### src/rtl/instr_fetch.sv
// Instruction fetch unit: drives the instruction memory read port, buffers returned words
// with their PC in a small FIFO and hands them to decode over a valid/ready handshake.
module instr_fetch #(
   parameter logic [31:0] RESET_PC   = 32'h0000_0000,
   parameter int          FIFO_DEPTH = 2
) (
   input  logic        clk_i,
   input  logic        rst_i,
   output logic        imem_req_o,
   output logic [31:0] imem_addr_o,
   input  logic [31:0] imem_instr_i,
   input  logic        redirect_i,
   input  logic [31:0] redirect_pc_i,
   output logic        instr_valid_o,
   input  logic        instr_ready_i,
   output logic [31:0] instr_o,
   output logic [31:0] instr_pc_o
);

   localparam int PW = (FIFO_DEPTH > 1) ? $clog2(FIFO_DEPTH) : 1;
   localparam int CW = $clog2(FIFO_DEPTH + 1);
   localparam logic [CW:0]   DEPTH_W   = (CW+1)'(FIFO_DEPTH);
   localparam logic [PW-1:0] LAST_SLOT = PW'(FIFO_DEPTH - 1);

   typedef struct packed {
      logic [31:0] pc;
      logic [31:0] instr;
   } entry_t;

   entry_t        fifo_q [FIFO_DEPTH];
   logic [PW-1:0] rd_ptr_q;
   logic [PW-1:0] wr_ptr_q;
   logic [CW-1:0] count_q;
   logic [31:0]   pc_q;
   logic [31:0]   inflight_pc_q;
   logic          inflight_q;

   logic          pop;
   logic          push;
   logic [CW:0]   occupancy;

   function automatic logic [PW-1:0] ptr_inc(input logic [PW-1:0] p);
      if (p == LAST_SLOT) return '0;
      return p + PW'(1);
   endfunction

   // Handshake: a word transfers to decode on a cycle where instr_valid_o and instr_ready_i
   // are both high; valid never depends on ready, and the head stays stable until taken.
   assign instr_valid_o = (count_q != '0) & ~redirect_i & ~rst_i;
   assign pop           = instr_valid_o & instr_ready_i;
   assign push          = inflight_q & ~redirect_i & ~rst_i;

   // Slots still needed once this cycle's pop and returning word settle; issuing only while
   // this is below the depth guarantees every returning word has room.
   assign occupancy  = {1'b0, count_q} - {{CW{1'b0}}, pop} + {{CW{1'b0}}, inflight_q};
   assign imem_req_o = ~rst_i & ~redirect_i & (occupancy < DEPTH_W);

   assign imem_addr_o = pc_q;
   assign instr_o     = fifo_q[rd_ptr_q].instr;
   assign instr_pc_o  = fifo_q[rd_ptr_q].pc;

   always_ff @(posedge clk_i) begin
      if (rst_i) begin
         pc_q          <= RESET_PC & 32'hFFFF_FFFC;
         inflight_q    <= 1'b0;
         inflight_pc_q <= '0;
         count_q       <= '0;
         rd_ptr_q      <= '0;
         wr_ptr_q      <= '0;
         for (int i = 0; i < FIFO_DEPTH; i++) fifo_q[i] <= '0;
      end else if (redirect_i) begin
         // Flush queued words and forget the in-flight one; the head register keeps its data.
         pc_q       <= redirect_pc_i & 32'hFFFF_FFFC;
         inflight_q <= 1'b0;
         count_q    <= '0;
         wr_ptr_q   <= rd_ptr_q;
      end else begin
         inflight_q <= imem_req_o;
         if (imem_req_o) begin
            pc_q          <= pc_q + 32'd4;
            inflight_pc_q <= pc_q;
         end
         if (push) begin
            fifo_q[wr_ptr_q] <= '{pc: inflight_pc_q, instr: imem_instr_i};
            wr_ptr_q         <= ptr_inc(wr_ptr_q);
         end
         if (pop) rd_ptr_q <= ptr_inc(rd_ptr_q);
         count_q <= count_q + CW'(push) - CW'(pop);
      end
   end

endmodule

### config.mk
export PLATFORM = sky130hd
export DESIGN_NAME = instr_fetch
export DESIGN_NICKNAME = d
export VERILOG_FILES = /design/src/rtl/instr_fetch.sv
export SDC_FILE = /design/constraint.sdc
export NUM_CORES = 1
export LEC_CHECK = 0
export CAP_MARGIN = 20
export CORE_MARGIN = 8
export CORE_UTILIZATION = 35
export CTS_CLUSTER_SIZE = 14
export DETAILED_ROUTE_END_ITERATION = 6
export PLACE_DENSITY_LB_ADDON = 0.15
export SYNTH_ARGS = -nofsm -noshare
export SYNTH_HDL_FRONTEND = slang
export SYNTH_SLANG_ARGS = --single-unit
export TNS_END_PERCENT = 10
### constraint.sdc
create_clock -name clk_i -period 4.3 [get_ports clk_i]
set_input_delay 0.645 -clock clk_i [delete_from_list [all_inputs] [get_ports clk_i]]
set_output_delay 0.645 -clock clk_i [all_outputs]
set_load 0.005 [all_outputs]
======== Yosys cells after proc, flatten, opt, wreduce, memory -nomap -nowiden ========
Memories as Yosys holds them, arrays and structs flattened. A register that Yosys moved wholly into a read port is not among the register bits.
Cells that the tools add are included.
cells by class
  reduce and logical (&&, ||, !) cells .... 7
  order comparisons ....................... 1
  add/sub/neg operators ................... 7
  bitwise logic cells ..................... 9
  multiplexer cells ....................... 27
operator list
  kind                   number
  $mux 32                2
  $mux 64                1
  $reduce_or 64->1       1
  $add 32x3->32 const B  1
  $mux 1                 24
  $and 1x1->1            7
  $reduce_bool 2->1      3
  $reduce_and 2->1       2
  $add 3x1->3            1
  $lt 3x2->1 const B     1
  $sub 2x1->3            1
  $add 1x1->1 const B    2
  $add 2x1->2            1
  $not 1->1              2
  $reduce_or 2->1        1
  $sub 2x1->2            1
word-level totals
  word-level logic and storage cells ...... 59
  register bits after elaboration ......... 69
  input bits .............................. 68
  output and inout bits ................... 98
  bits in writable memories ............... 128
  memories kept ........................... 1
memory list
  name    words  bits a word  rd ports  clocked after Yosys merged registers in  write ports  RTL line  source
  fifo_q  2      64           1         1                                        2            30        entry_t fifo_q [FIFO_DEPTH];

======== Depth between registers and ports, before layout ========
  word-level depth ........................ 10
  depth in mapped cells ................... 13
  depth with buffers taken out ............ 11

======== Worst setup path after synthesis ========
Ideal clock, no wire load.
  path kind ............................... input to output
  start ................................... input port redirect_i
  end ..................................... output port imem_req_o
  required time ........................... 3655 ps
  data arrival time ....................... 2909 ps
  setup slack ............................. 746 ps
  stages on the path ...................... 11
  buffers on the path ..................... 3
  path through ............................ nor2_2 > o21a_1 > and2_1 > ha_1 > nand2b_1 > fa_1 > clkbuf_1 > nand3_2 > buf_4 > inv_2 > buf_2
between the ends
  longest elaborated chain between the ends .. 8
  elaborated cells on any way between the ends .. 9
  those cells by class .................... add/sub (2); order compare (1); bitwise (6)
RTL lines
  item                        RTL line  source
  start: declaration          12        input logic redirect_i,
  $not 1->1 (no source line)  n/a
  $and 1x1->1 (2 in a row)    49        assign instr_valid_o = (count_q != '0) & ~redirect_i & ~rst_i;
  named net instr_valid_o     14        output logic instr_valid_o,
  $and 1x1->1                 50        assign pop = instr_valid_o & instr_ready_i;
  $sub 2x1->3                 55        assign occupancy = {1'b0, count_q} - {{CW{1'b0}}, pop} + {{CW{1'b0}}, inflight_q};
  $add 3x1->3                 55
  $lt 3x2->1                  56        assign imem_req_o = ~rst_i & ~redirect_i & (occupancy < DEPTH_W);
  $and 1x1->1                 56
  end: declaration            9         output logic imem_req_o,
The timed path passes the listed nets, and every way through them passes these cells.

======== Final worst setup path ========
  start ................................... input port redirect_i
  end ..................................... output port imem_req_o
between the ends
  longest elaborated chain between the ends .. 8
  elaborated cells on any way between the ends .. 9
  those cells by class .................... add/sub (2); order compare (1); bitwise (6)
RTL lines
  item                          RTL line
  $not 1->1 (no source line) *  n/a
  $and 1x1->1 (2 in a row)      49
  $and 1x1->1                   50
  $sub 2x1->3                   55
  $add 3x1->3                   55
  $lt 3x2->1                    56
  $and 1x1->1 *                 56
Mark *: on every way between the ends. The rest lies on a longest branch, timed or not.

==> flow_metrics.py <==
metrics = {
    "run": {
        "maxCapViolCount": 0,
    },
    "finish": {
        "fillers": 2292,
        "fin_nets": 941,
        "final_common_cell": "clkdlybuf4s50_1",
        "antennaDiodeCount": 0,
        "multiInputGateArea_mm2": 0.00318,
        "fin_util_pct": 45.6,
        "layout-drive-gt1-share_pct": 14.6,
        "final_cell_mix": "158 x clkdlybuf4s50_1, 132 x and2_1, 124 x edfxtp_1",
        "syn_to_final_growth_pct": 29.9,
        "regArea_mm2": 0.00505,
    },
    "synthesis": {
        "ys_ff_latch": 190,
        "synthFlopType": "edfxtp_1",
        "synthCells": 719,
        "synthesis.area_mm2": 0.00845,
        "synth-edff-count": 124,
        "synth.distinct_cells": 52,
        "synthArstFlopShare_pct": 0,
        "ys_warn_count": 0,
        "avgSynthCellArea_um2": 11.7,
        "seq_area_frac_synth_pct": 59.7,
    },
    "setup_path": {
        "crit_path_start_kind": "input pin",
        "worstPathRequired_ns": 3.65,
        "r2r_slack_ns": 1.11,
        "end_kind": "primary output",
        "worstSetupPathType": "in2out",
        "crit_arrival_ns": 3.31,
        "r2r_cells": 11,
        "r2r_end": "imem_addr_o[15]",
        "r2r_start": "count_q[1]",
        "crit_fanout": 3,
    },
    "routing": {
        "drtAntennaViolNets": 0,
        "avgViaCountPerCell": 4.77,
        "drt-total-wl_um": 21300,
        "drt-pass1-iter-count": 4,
        "remaining_drc_errors": 0,
        "wl_per_cell_um": 17.6,
        "vias": 5747,
        "drtIter0Drc": 289,
    },
    "clock_tree": {
        "h-tree-depth": 4,
        "cts_setup_buffers": 0,
        "cts.clk_slew.worst_paths_ns": 0.07,
        "clock-root-buffer": "clkbuf_16",
        "cts_resized": 0,
        "clock_tree.buffer_depth": 2,
        "numCtsBuffers": 17,
        "cts.sinks": 190,
        "insertion_delay_ns": 0.43,
        "cts_tree": "done",
        "hold_buffers": 0,
    },
    "power": {
        "ir_worst_vdd_uv": 217,
        "power_mw": 4.00,
        "p_leak_nw": 3.88,
        "power_density_mw_per_mm2": 364,
    },
    "sta": {
        "finalSetupViolations": 0,
        "worstMarginPinSlew_ns": 0.925,
        "slew_headroom_pct": 38.3,
        "rsz0062_at_grt": "false",
        "timing.fmax_mhz": 253,
        "fin_crit_sh_pct": 92.0,
        "finalHoldViolCount": 0,
        "maxSlewViolCount": 0,
        "fin_setup_tns_ns": 0,
        "skew_ns": 0.0107,
        "period_needed_ns": 3.95,
    },
    "place": {
        "dp_hpwl_um": 13500,
        "place_congestion": 0.796,
        "io_buffers": 159,
    },
    "grt": {
        "grt_usage_pct": 14.8,
        "grt_max_degree": 66,
        "grt_pass1_vias": 5745,
        "grt_pass1_wl_um": 33300,
        "antenna_found_initial": 1,
        "overflow": 0,
    },
    "floorplanning": {
        "die_w_um": 171,
        "die_area_mm2": 0.0294,
        "ioPinCount": 166,
        "start_util_pct": 35.1,
        "core_mm2": 0.0240,
        "die_y_um": 171,
        "rows": 57,
    },
    "worst_hold_path": {
        "hold_path.startpoint": "inflight_pc_q[8]",
        "hold_path.class": "reg2reg",
        "hold_path_depth": 2,
        "whs_endpoint": "inflight_pc_q[8]",
    },
    "outcome": {
        "status": "finished clean",
    },
}
-- cell usage after synthesis, types with 2 or more instances --
| library cell | number | share of area (%) |
|---|---|---|
| nand4_1 | 4 | 0.30 |
| clkbuf_1 | 33 | 1.5 |
| nor3_1 | 6 | 0.36 |
| or4_1 | 2 | 0.18 |
| ha_1 | 4 | 0.59 |
| mux2_2 | 67 | 8.9 |
| xor2_1 | 3 | 0.31 |
| and2_1 | 132 | 9.8 |
| edfxtp_1 | 124 | 44 |
| nand4_4 | 2 | 0.50 |
| nand3_1 | 12 | 0.71 |
| o22ai_1 | 4 | 0.30 |
| nor4_1 | 13 | 0.96 |
| nor2_1 | 13 | 0.58 |
| and4_4 | 3 | 0.40 |
| o311ai_0 | 4 | 0.41 |
| a31oi_1 | 4 | 0.30 |
| inv_1 | 8 | 0.36 |
| buf_2 | 7 | 0.41 |
| a22o_1 | 2 | 0.21 |
| xnor2_1 | 18 | 1.9 |
| and4_1 | 2 | 0.21 |
| buf_4 | 5 | 0.44 |
| and3_1 | 2 | 0.15 |
| a21oi_1 | 49 | 2.9 |
| a211oi_1 | 8 | 0.71 |
| dfxtp_1 | 66 | 16 |
| or2_2 | 2 | 0.15 |
| nand2_1 | 97 | 4.3 |
-- per-stage QoR --
step                instance area (um2)  setup WS (ns)  hold WS (ns)  cells
floorplan                          8460          0.746         0.440    722
global placement                  10400          0.353         0.447   1173
detailed placement                10400          0.324         0.452   1173
CTS                               11000          0.310         0.462   1205
global route                      11000          0.152         0.478   1205
finish                            11000          0.345         0.460   1205
-- state kept, by name, indices dropped and copies added (netlist names), named ones only --
name,cells
imem_addr_o,30
fifo_q,124
rd_ptr_q,1
inflight_pc_q,30
inflight_q,1
count_q,2
wr_ptr_q,1
-- kinds of logic (layout without fill, tap and decap cells) --
family / count (synthesis) / in the layout / synth area share, %
flops: 190 / 190 / 59.7
xor+xnor: 22 / 22 / 2.50
compound gates: 78 / 78 / 5.55
buf+inv: 56 / 215 / 2.81
other cells: 1 / 4 / 0.0444
simple gates: 299 / 299 / 19.5
mux: 68 / 68 / 9.05
fa+ha+maj: 5 / 5 / 0.830
-- worst max path at each step --
stage	from	slack, ns	endpoint
floorplan	redirect_i	0.75	imem_req_o
global placement	redirect_i	0.35	imem_req_o
detailed placement	redirect_i	0.32	imem_req_o
CTS	redirect_i	0.31	imem_req_o
global route	redirect_i	0.15	imem_req_o
finish	redirect_i	0.35	imem_req_o
-- per-layer routing --
| metal | up-vias | share of wire, % | GRT usage (%) |
|---|---|---|---|
| met3 | 19 | 7.3 | 4.45 |
| li1 | 2823 | - | - |
| met5 | - | 0.042 | 0 |
| met2 | 163 | 44 | 23.1 |
| met4 | 2 | 1.3 | 4.57 |
| met1 | 2740 | 47 | 19.5 |
-- power breakdown --
part / internal [mW] / total (mW) / switching (mW)
clock: 0.899 / 1.59 / 0.689
sequential: 2.02 / 2.07 / 0.0543
combinational: 0.194 / 0.340 / 0.146
total: 3.11 / 4.00 / 0.889
-- critical path, cell delays in order --
cell,delay (ns)
clkdlybuf4s50_1,0.43
nor2_2,0.14
o21a_1,0.14
and2_1,0.22
ha_1,0.26
nand2b_1,0.15
fa_1,0.45
xnor2_4,0.17
nand3_2,0.12
inv_2,0.08
clkdlybuf4s50_1,0.50
-- cell type report --
type	instances	share of cell area (%)
flip-flops and latches	190	46.0
repair buffers	173	15.5
well taps	324	3.70
clock buffers	21	4.21
clock inverters	11	1.17
multi-input cells	476	29.0
inverters	10	0.342
Power figures use the tool's default switching activity.
